File: src/rtl/dm_pkg.sv
// Shared types and default widths for the data-memory arbiter slice.
package dm_pkg;

  localparam int ADDR_W  = 8;
  localparam int DATA_W  = 8;
  localparam int STARVE_W = 4;

  typedef enum logic {SRC_CPU, SRC_EXT} dm_src_t;

  typedef struct packed {
    logic              we;
    logic [ADDR_W-1:0] addr;
    logic [DATA_W-1:0] wdata;
  } dm_req_t;

endpackage

File: src/rtl/dm_starve_cnt.sv
// Saturating count of consecutive cycles the external port lost to the CPU;
// raises force_ext once the count reaches STARVE_MAX.
module dm_starve_cnt
  import dm_pkg::*;
#(
  parameter int STARVE_MAX = 4
) (
  input  logic clk,
  input  logic rst_n,
  input  logic inc,
  input  logic clr,
  output logic force_ext
);

  localparam logic [STARVE_W-1:0] CNT_MAX = STARVE_W'(STARVE_MAX);

  logic [STARVE_W-1:0] cnt;

  // NOTE: sequential state uses non-blocking assignments so every register
  // samples pre-edge values regardless of block evaluation order.
  always_ff @(posedge clk or negedge rst_n) begin
    if (!rst_n) begin
      cnt <= '0;
    end else if (clr) begin
      cnt <= '0;
    end else if (inc && cnt != CNT_MAX) begin
      cnt <= cnt + 1'b1;
    end
  end

  assign force_ext = (cnt == CNT_MAX);

endmodule

File: src/rtl/dm_arbiter.sv
// Single-port arbiter sharing the data memory between the CPU MEM stage and
// an external loader/debug port, with registered read return.
module dm_arbiter
  import dm_pkg::*;
#(
  parameter int ADDR_W     = dm_pkg::ADDR_W,
  parameter int DATA_W     = dm_pkg::DATA_W,
  parameter int STARVE_MAX = 4
) (
  input  logic              clk,
  input  logic              rst_n,
  input  logic              cpu_req,
  input  logic              cpu_we,
  input  logic [ADDR_W-1:0] cpu_addr,
  input  logic [DATA_W-1:0] cpu_wdata,
  output logic              cpu_gnt,
  output logic              cpu_stall,
  output logic [DATA_W-1:0] cpu_rdata,
  output logic              cpu_rvalid,
  input  logic              ext_req,
  input  logic              ext_we,
  input  logic [ADDR_W-1:0] ext_addr,
  input  logic [DATA_W-1:0] ext_wdata,
  output logic              ext_gnt,
  output logic [DATA_W-1:0] ext_rdata,
  output logic              ext_rvalid,
  output logic [ADDR_W-1:0] mem_access_addr,
  output logic [DATA_W-1:0] mem_write_data,
  output logic              mem_write_en,
  output logic              mem_read,
  input  logic [DATA_W-1:0] mem_read_data
);

  logic    force_ext;
  dm_req_t cpu_r, ext_r, sel_r;
  dm_src_t cur_src, last_src;
  logic    rd_valid_q;

  dm_starve_cnt #(.STARVE_MAX(STARVE_MAX)) u_starve (
    .clk       (clk),
    .rst_n     (rst_n),
    .inc       (ext_req & cpu_gnt),
    .clr       (ext_gnt | ~ext_req),
    .force_ext (force_ext)
  );

  // CPU wins ties unless the external port has been starved long enough.
  assign ext_gnt   = ext_req & (~cpu_req | force_ext);
  assign cpu_gnt   = cpu_req & ~ext_gnt;
  assign cpu_stall = cpu_req & ~cpu_gnt;

  assign cpu_r   = '{we: cpu_we, addr: cpu_addr, wdata: cpu_wdata};
  assign ext_r   = '{we: ext_we, addr: ext_addr, wdata: ext_wdata};
  assign cur_src = ext_gnt ? SRC_EXT : SRC_CPU;

  // NOTE: defaulting every always_comb output first keeps the idle case
  // explicit (all zeros) and rules out inferred latches.
  always_comb begin
    sel_r = '0;
    if (ext_gnt) begin
      sel_r = ext_r;
    end else if (cpu_gnt) begin
      sel_r = cpu_r;
    end
  end

  assign mem_access_addr = sel_r.addr;
  assign mem_write_data  = sel_r.wdata;
  assign mem_write_en    = (cpu_gnt | ext_gnt) & sel_r.we;
  assign mem_read        = (cpu_gnt | ext_gnt) & ~sel_r.we;

  // Read data is latched into the owner's register at the edge closing the
  // grant cycle; last_src steers the one-cycle valid pulse afterwards.
  always_ff @(posedge clk or negedge rst_n) begin
    if (!rst_n) begin
      rd_valid_q <= 1'b0;
      last_src   <= SRC_CPU;
      cpu_rdata  <= '0;
      ext_rdata  <= '0;
    end else begin
      rd_valid_q <= mem_read;
      last_src   <= cur_src;
      if (mem_read && cur_src == SRC_CPU) cpu_rdata <= mem_read_data;
      if (mem_read && cur_src == SRC_EXT) ext_rdata <= mem_read_data;
    end
  end

  assign cpu_rvalid = rd_valid_q & (last_src == SRC_CPU);
  assign ext_rvalid = rd_valid_q & (last_src == SRC_EXT);

endmodule

File: config.mk
export PLATFORM = sky130hd
export DESIGN_NAME = dm_arbiter
export DESIGN_NICKNAME = d
export VERILOG_FILES = /design/src/rtl/dm_pkg.sv /design/src/rtl/dm_starve_cnt.sv /design/src/rtl/dm_arbiter.sv
export SDC_FILE = /design/constraint.sdc
export NUM_CORES = 1
export LEC_CHECK = 0
export CAP_MARGIN = 20
export CELL_PAD_IN_SITES_DETAIL_PLACEMENT = 2
export CELL_PAD_IN_SITES_GLOBAL_PLACEMENT = 2
export CORE_MARGIN = 4
export CORE_UTILIZATION = 17
export CTS_BUF_LIST = sky130_fd_sc_hd__clkbuf_2 sky130_fd_sc_hd__clkbuf_4 sky130_fd_sc_hd__clkbuf_8
export DETAILED_ROUTE_END_ITERATION = 10
export PLACE_DENSITY = 0.77
export SYNTH_ARGS = -nofsm -noshare
export SYNTH_HDL_FRONTEND = slang
export SYNTH_HIERARCHICAL = 1
export SYNTH_SLANG_ARGS = --single-unit
File: constraint.sdc
create_clock -name clk -period 2.2 [get_ports clk]
set_clock_uncertainty 0.15 [all_clocks]
set_input_delay 0.22 -clock clk [delete_from_list [all_inputs] [get_ports clk]]
set_output_delay 0.22 -clock clk [all_outputs]
set_load 0.05 [all_outputs]
# [Word level (Yosys, flattened, before mapping)]
# Index checks and enable logic that the tools add are counted.
# W data, S select, Z words.
[classes] eq_ne=2 n_addsub=1 reduce_logical=4 bitwise_logic=18 mux=5
[ops] cell="$mux W17" count=2
[ops] cell="$and A1 B1 Y1" count=8
[ops] cell="$mux W4" count=2
[ops] cell="$not A1 Y1" count=7
[ops] cell="$add A4 B1 Y4 const B" count=1
[ops] cell="$eq A4 B3 Y1 const B" count=1
[ops] cell="$ne A4 B3 Y1 const B" count=1
[ops] cell="$logic_and A1 B1 Y1" count=3
[ops] cell="$or A1 B1 Y1" count=3
[ops] cell="$reduce_bool A2 Y1" count=1
[ops] cell="$mux W1" count=1
[word_totals] out_inout_bits=39 elab_cells=35 regBits=22

# [Longest topological paths before layout]
# Gate-level depths: netlist (run 1).
[depth] ltp_word=10 ltp_mapped=10 mapped_depth_nobuf=10

# [Modules after synthesis]
# The synthesis (run 1) kept the hierarchy.
[modules_own_cells] module="dm_arbiter" seq_area_each_um2=450.4 instances=1 area_each_um2=892.1 cells_each=66
[modules_own_cells] module="dm_starve_cnt" seq_area_each_um2=100.1 instances=1 area_each_um2=234.0 cells_each=24

# [Worst setup path before layout (run 1)]
# Ideal clock, no wire load.
[synth_path] path_type="reg-to-output" start="register u_starve.cnt[0]" end="output mem_access_addr[0]" slack_ns=-0.402 required_time_ns=1.830 n_path_buf=1 stages_incl_launch_ff=8 arrival_time_ns=2.232 path_cell_list="dfrtp_1 > inv_1 > ha_1 > nand3b_4 > inv_2 > a21boi_4 > clkbuf_1 > a22o_1"
[synth_via] elab_chain_len=7
[synth_rtl] element="start: declaration" line_no="dm_starve_cnt.sv:17" rtl="logic [STARVE_W-1:0] cnt;"
[synth_rtl] element="start signal: assignment" line_no="dm_starve_cnt.sv:27" rtl="cnt <= cnt + 1'b1;"
[synth_rtl] element="$eq A4 B3 Y1" line_no="dm_starve_cnt.sv:31" rtl="assign force_ext = (cnt == CNT_MAX);"
[synth_rtl] element="net force_ext" line_no="dm_arbiter.sv:34" rtl="logic force_ext;"
[synth_rtl] element="$or A1 B1 Y1" line_no="dm_arbiter.sv:48" rtl="assign ext_gnt = ext_req & (~cpu_req | force_ext);"
[synth_rtl] element="$and A1 B1 Y1" line_no="dm_arbiter.sv:48"
[synth_rtl] element="$not A1 Y1" line_no="dm_arbiter.sv:49" rtl="assign cpu_gnt = cpu_req & ~ext_gnt;"
[synth_rtl] element="$and A1 B1 Y1" line_no="dm_arbiter.sv:49"
[synth_rtl] element="net cpu_gnt" line_no="dm_arbiter.sv:16" rtl="output logic cpu_gnt,"
[synth_rtl] element="$mux W17" line_no="dm_arbiter.sv:62" rtl="end else if (cpu_gnt) begin"
[synth_rtl] element="$mux W17" line_no="dm_arbiter.sv:60" rtl="if (ext_gnt) begin"
[synth_rtl] element="end: declaration" line_no="dm_arbiter.sv:27" rtl="output logic [ADDR_W-1:0] mem_access_addr,"
# The timed path passes the listed nets, and every way through them passes these cells.

# [Final worst setup path (run 1)]
[layout_path] start="register u_starve.cnt[1]" end="output mem_write_data[2]"
[layout_via] elab_chain_len=7
[layout_rtl] element="$eq A4 B3 Y1 (*)" line_no="dm_starve_cnt.sv:31"
[layout_rtl] element="net force_ext" line_no="dm_arbiter.sv:34"
[layout_rtl] element="$or A1 B1 Y1 (*)" line_no="dm_arbiter.sv:48"
[layout_rtl] element="$and A1 B1 Y1 (*)" line_no="dm_arbiter.sv:48"
[layout_rtl] element="$not A1 Y1" line_no="dm_arbiter.sv:49"
[layout_rtl] element="$and A1 B1 Y1" line_no="dm_arbiter.sv:49"
[layout_rtl] element="$mux W17" line_no="dm_arbiter.sv:62"
[layout_rtl] element="$mux W17 (*)" line_no="dm_arbiter.sv:60"
[layout_rtl] element="end: declaration" line_no="dm_arbiter.sv:28" rtl="output logic [DATA_W-1:0] mem_write_data,"
# Mark *: on every way through the listed nets, which the timed path passes. The rest lies on a longest branch.

==> impl_metrics.tcl, run 1 <==
set metrics [dict create \
    status "complete, no violations" \
    synth-warning-count 6 \
    pre_cts_slack_ps 61.35 \
    grt_start_max_net_pins 23 \
    cp_slowest_cell "dfrtp_1" \
    grt_pass1_wl_um 6920 \
    synth_edf_count 0 \
    slowest_delay_ps 400 \
    grt_pass1_vias 1269 \
    setup_viol 0 \
    synthesis.nets 138 \
    die_area_um2 7990 \
    power_leakage_nw 1.066 \
    ys_ff_latch 22 \
    die_w_um 89.39 \
    powerDensity_nw_per_um2 612.9 \
    hold_buffers 0 \
    dr_total_vias 1170 \
    wl_um 4868 \
    min_path_type "primary input to async pin" \
    syn2layout_area_growth_pct 122.7 \
    worst-setup-path-type "flop to output port" \
    cts_max_level 1 \
    dpl_cell_area_um2 2323 \
    rows 29 \
    grt_use_total_pct 11.41 \
    start_util_pct 17.63 \
    drive_gt1_share_pct 42.19 \
    post_drt_wl_per_cell_um 18.10 \
    design_area_um2 2507 \
    dp.cells 255 \
    drc_errors 0 \
    synthCells 90 \
    slew_headroom_pct 65.11 \
    fillers 648 \
    cts_tree "yes" \
    fmax_mhz 471.0 \
    syn_area_um2 1126 \
    min_period_ps 2123 \
    rsz0062_at_grt "yes" \
    routabilityCongestion 0.6601 \
    critPathLaunchType "flop" \
    clock_latency_ps 260 \
    end_kind "output port" \
    ant_nets 0 \
    cp.arrival_ps 1750 \
    antenna_found_initial 0 \
    critPathMaxFanout 8 \
    worstMarginPinSlew_ps 521.7 \
    finalHoldViolCount 0 \
    finalCritPeriodShare_pct 96.51 \
    crit_path_frequent_cell "nor2b_4" \
    synthDistinctLibCells 25 \
    cts_buffer_depth 2 \
    required_ps 1830 \
    portBuffers 84 \
    avgSynthCellArea_um2 12.51 \
    ys_async_sr_fraction_pct 100.0 \
    grt_overflow 0 \
    die_y_um 89.39 \
    antenna_cells 0 \
    vias_per_cell 4.349 \
    synthFlopType "dfrtp_1" \
    ioPinCount 85 \
    clk_pin_slew_ps 80 \
    firstDrtPassIters 3 \
    maxCapViolations 0 \
    nets 241 \
    core_um2 6386 \
    hpwl_um 3731 \
    setup_ws_ps 76.71 \
    finalNonFillerCells 269 \
    ir_worst_vdd_v 0.0003064 \
    slew_violations 0 \
    ys_seq_area_share_pct 48.89 \
    crit_chain "inv_2, ha_4, nand3b_4, inv_4, nor2b_4, nor2b_4, buf_6, a22o_1, buf_12" \
    drtIter0Drc 22 \
    clock_sinks 22 \
    cts_buffers 3 \
    fin_util_pct 39.26 \
    hold_slack_ps 158.5 \
    clockRootBuffer "clkbuf_8" \
]
-- repair_timing --
item,in CTS,in global routing
cloned,1,0
pin swaps,1,3
endpoints found under the setup margin,19,20
buffers inserted,6,3
gates resized for setup,10,5
-- cell usage in the layout (no fill, tap or decap), types with 2 or more instances in the layout --
master,Yosys,final
nand3_1,3,3
a21o_2,2,2
nor2b_1,3,2
inv_2,1,2
clkdlybuf4s50_1,0,63
a22o_1,17,7
buf_6,0,4
mux2_2,16,16
nand2_1,2,2
buf_12,0,21
clkbuf_8,0,4
nor2b_4,0,2
buf_4,1,14
a22o_2,0,9
dfrtp_1,22,22
a21oi_1,4,4
-- cell type report --
class | instances | area [um2] | area share [%]
Tap cell | 77 | 96.34 | 3.842
Multi-Input combinational cell | 60 | 586.8 | 23.40
Timing Repair Buffer | 102 | 1201 | 47.90
Inverter | 4 | 17.52 | 0.6986
Clock buffer | 4 | 55.05 | 2.196
Sequential cell | 22 | 550.5 | 21.96
-- cell families (layout without fill, tap and decap cells) --
kind of cell             count (synthesis)  after routing  share of synthesized area (%)
flip-flops                              22             22                          48.89
multiplexers                            16             16                          16.00
AND/OR/NAND/NOR                         18             18                          11.45
AO/OA/AOI/OAI                           24             24                          18.22
buffers and inverters                    8            110                          3.222
adder cells (fa/ha/maj)                  2              2                          2.222
-- Yosys cell counts (2+ instances only) --
cell type | n | area (um2)
a21oi_1 | 4 | 20.02
a22o_1 | 17 | 148.9
mux2_2 | 16 | 180.2
nand2_1 | 2 | 7.510
a21o_2 | 2 | 17.52
inv_1 | 3 | 11.26
dfrtp_1 | 22 | 550.5
buf_2 | 2 | 10.01
nor2b_1 | 3 | 18.77
nand3_1 | 3 | 15.01
ha_1 | 2 | 25.02
-- worst max-delay path: cells and delay by family (launching register included) --
kind	cells	cell delay, ps
compound gates	1	180
fa+ha+maj	1	140
simple gates	3	280
flops	1	400
buf+inv	4	480
-- metrics by stage --
step	total power [mW]	setup TNS, ps
finish	1.537	0
global route	1.608	-8.412
CTS	1.551	0
detailed placement	1.239	0
global placement	1.227	0
floorplan	0.8761	0
-- routing by layer --
metal | share of wire [%] | vias to the layer above | GRT usage (%)
met2 | 53 | 50 | 21.17
met3 | 9.5 | 2 | 4.147
met1 | 37 | 578 | 12.85
met4 | 0.33 | 0 | 1.218
met5 | 0 | - | 0
li1 | - | 540 | -
-- final timing paths --
| check | from | endpoint | slack [ps] | cells after the start |
|---|---|---|---|---|
| setup / recovery | u_starve/cnt[1]$_DFFE_PN0P_ | mem_write_data[2] | 80 | 9 |
| max in group asynchronous | rst_n | ext_rdata[5]$_DFFE_PN0P_ | 1510 | 2 |
| hold reg to reg | cpu_rdata[5]$_DFFE_PN0P_ | cpu_rdata[5]$_DFFE_PN0P_ | 360 | 1 |
| min in group clk | cpu_rdata[5]$_DFFE_PN0P_ | cpu_rdata[5]$_DFFE_PN0P_ | 360 | 1 |
| hold / removal | rst_n | ext_rdata[6]$_DFFE_PN0P_ | 160 | 2 |
| setup reg to reg | u_starve/cnt[0]$_DFFE_PN0P_ | u_starve/cnt[3]$_DFFE_PN0P_ | 200 | 11 |
-- where the power goes --
part / switching [mW] / internal [mW]
logic: 0.412 / 0.346
registers: 0.0266 / 0.457
clock network: 0.135 / 0.160
-- flip-flops by register name (all words and copies together), names as in the netlist --
name / cells
cpu_rdata: 8
ext_rdata: 8
last_src: 1
u_starve/cnt: 4
rd_valid_q: 1
(Power assumes the default switching activity.)
==> run 2: changes to the inputs <==
CAP_MARGIN = unset   (was 20)
==> results of run 2 <==
Final layout, timing and power as in run 1 (identical DEF).
==> run 3: changes to the inputs <==
CAP_MARGIN = 30   (was unset)
HOLD_SLACK_MARGIN = 0.08   (was unset)
==> results of run 3 <==
Final layout, timing and power as in run 1 (identical DEF).
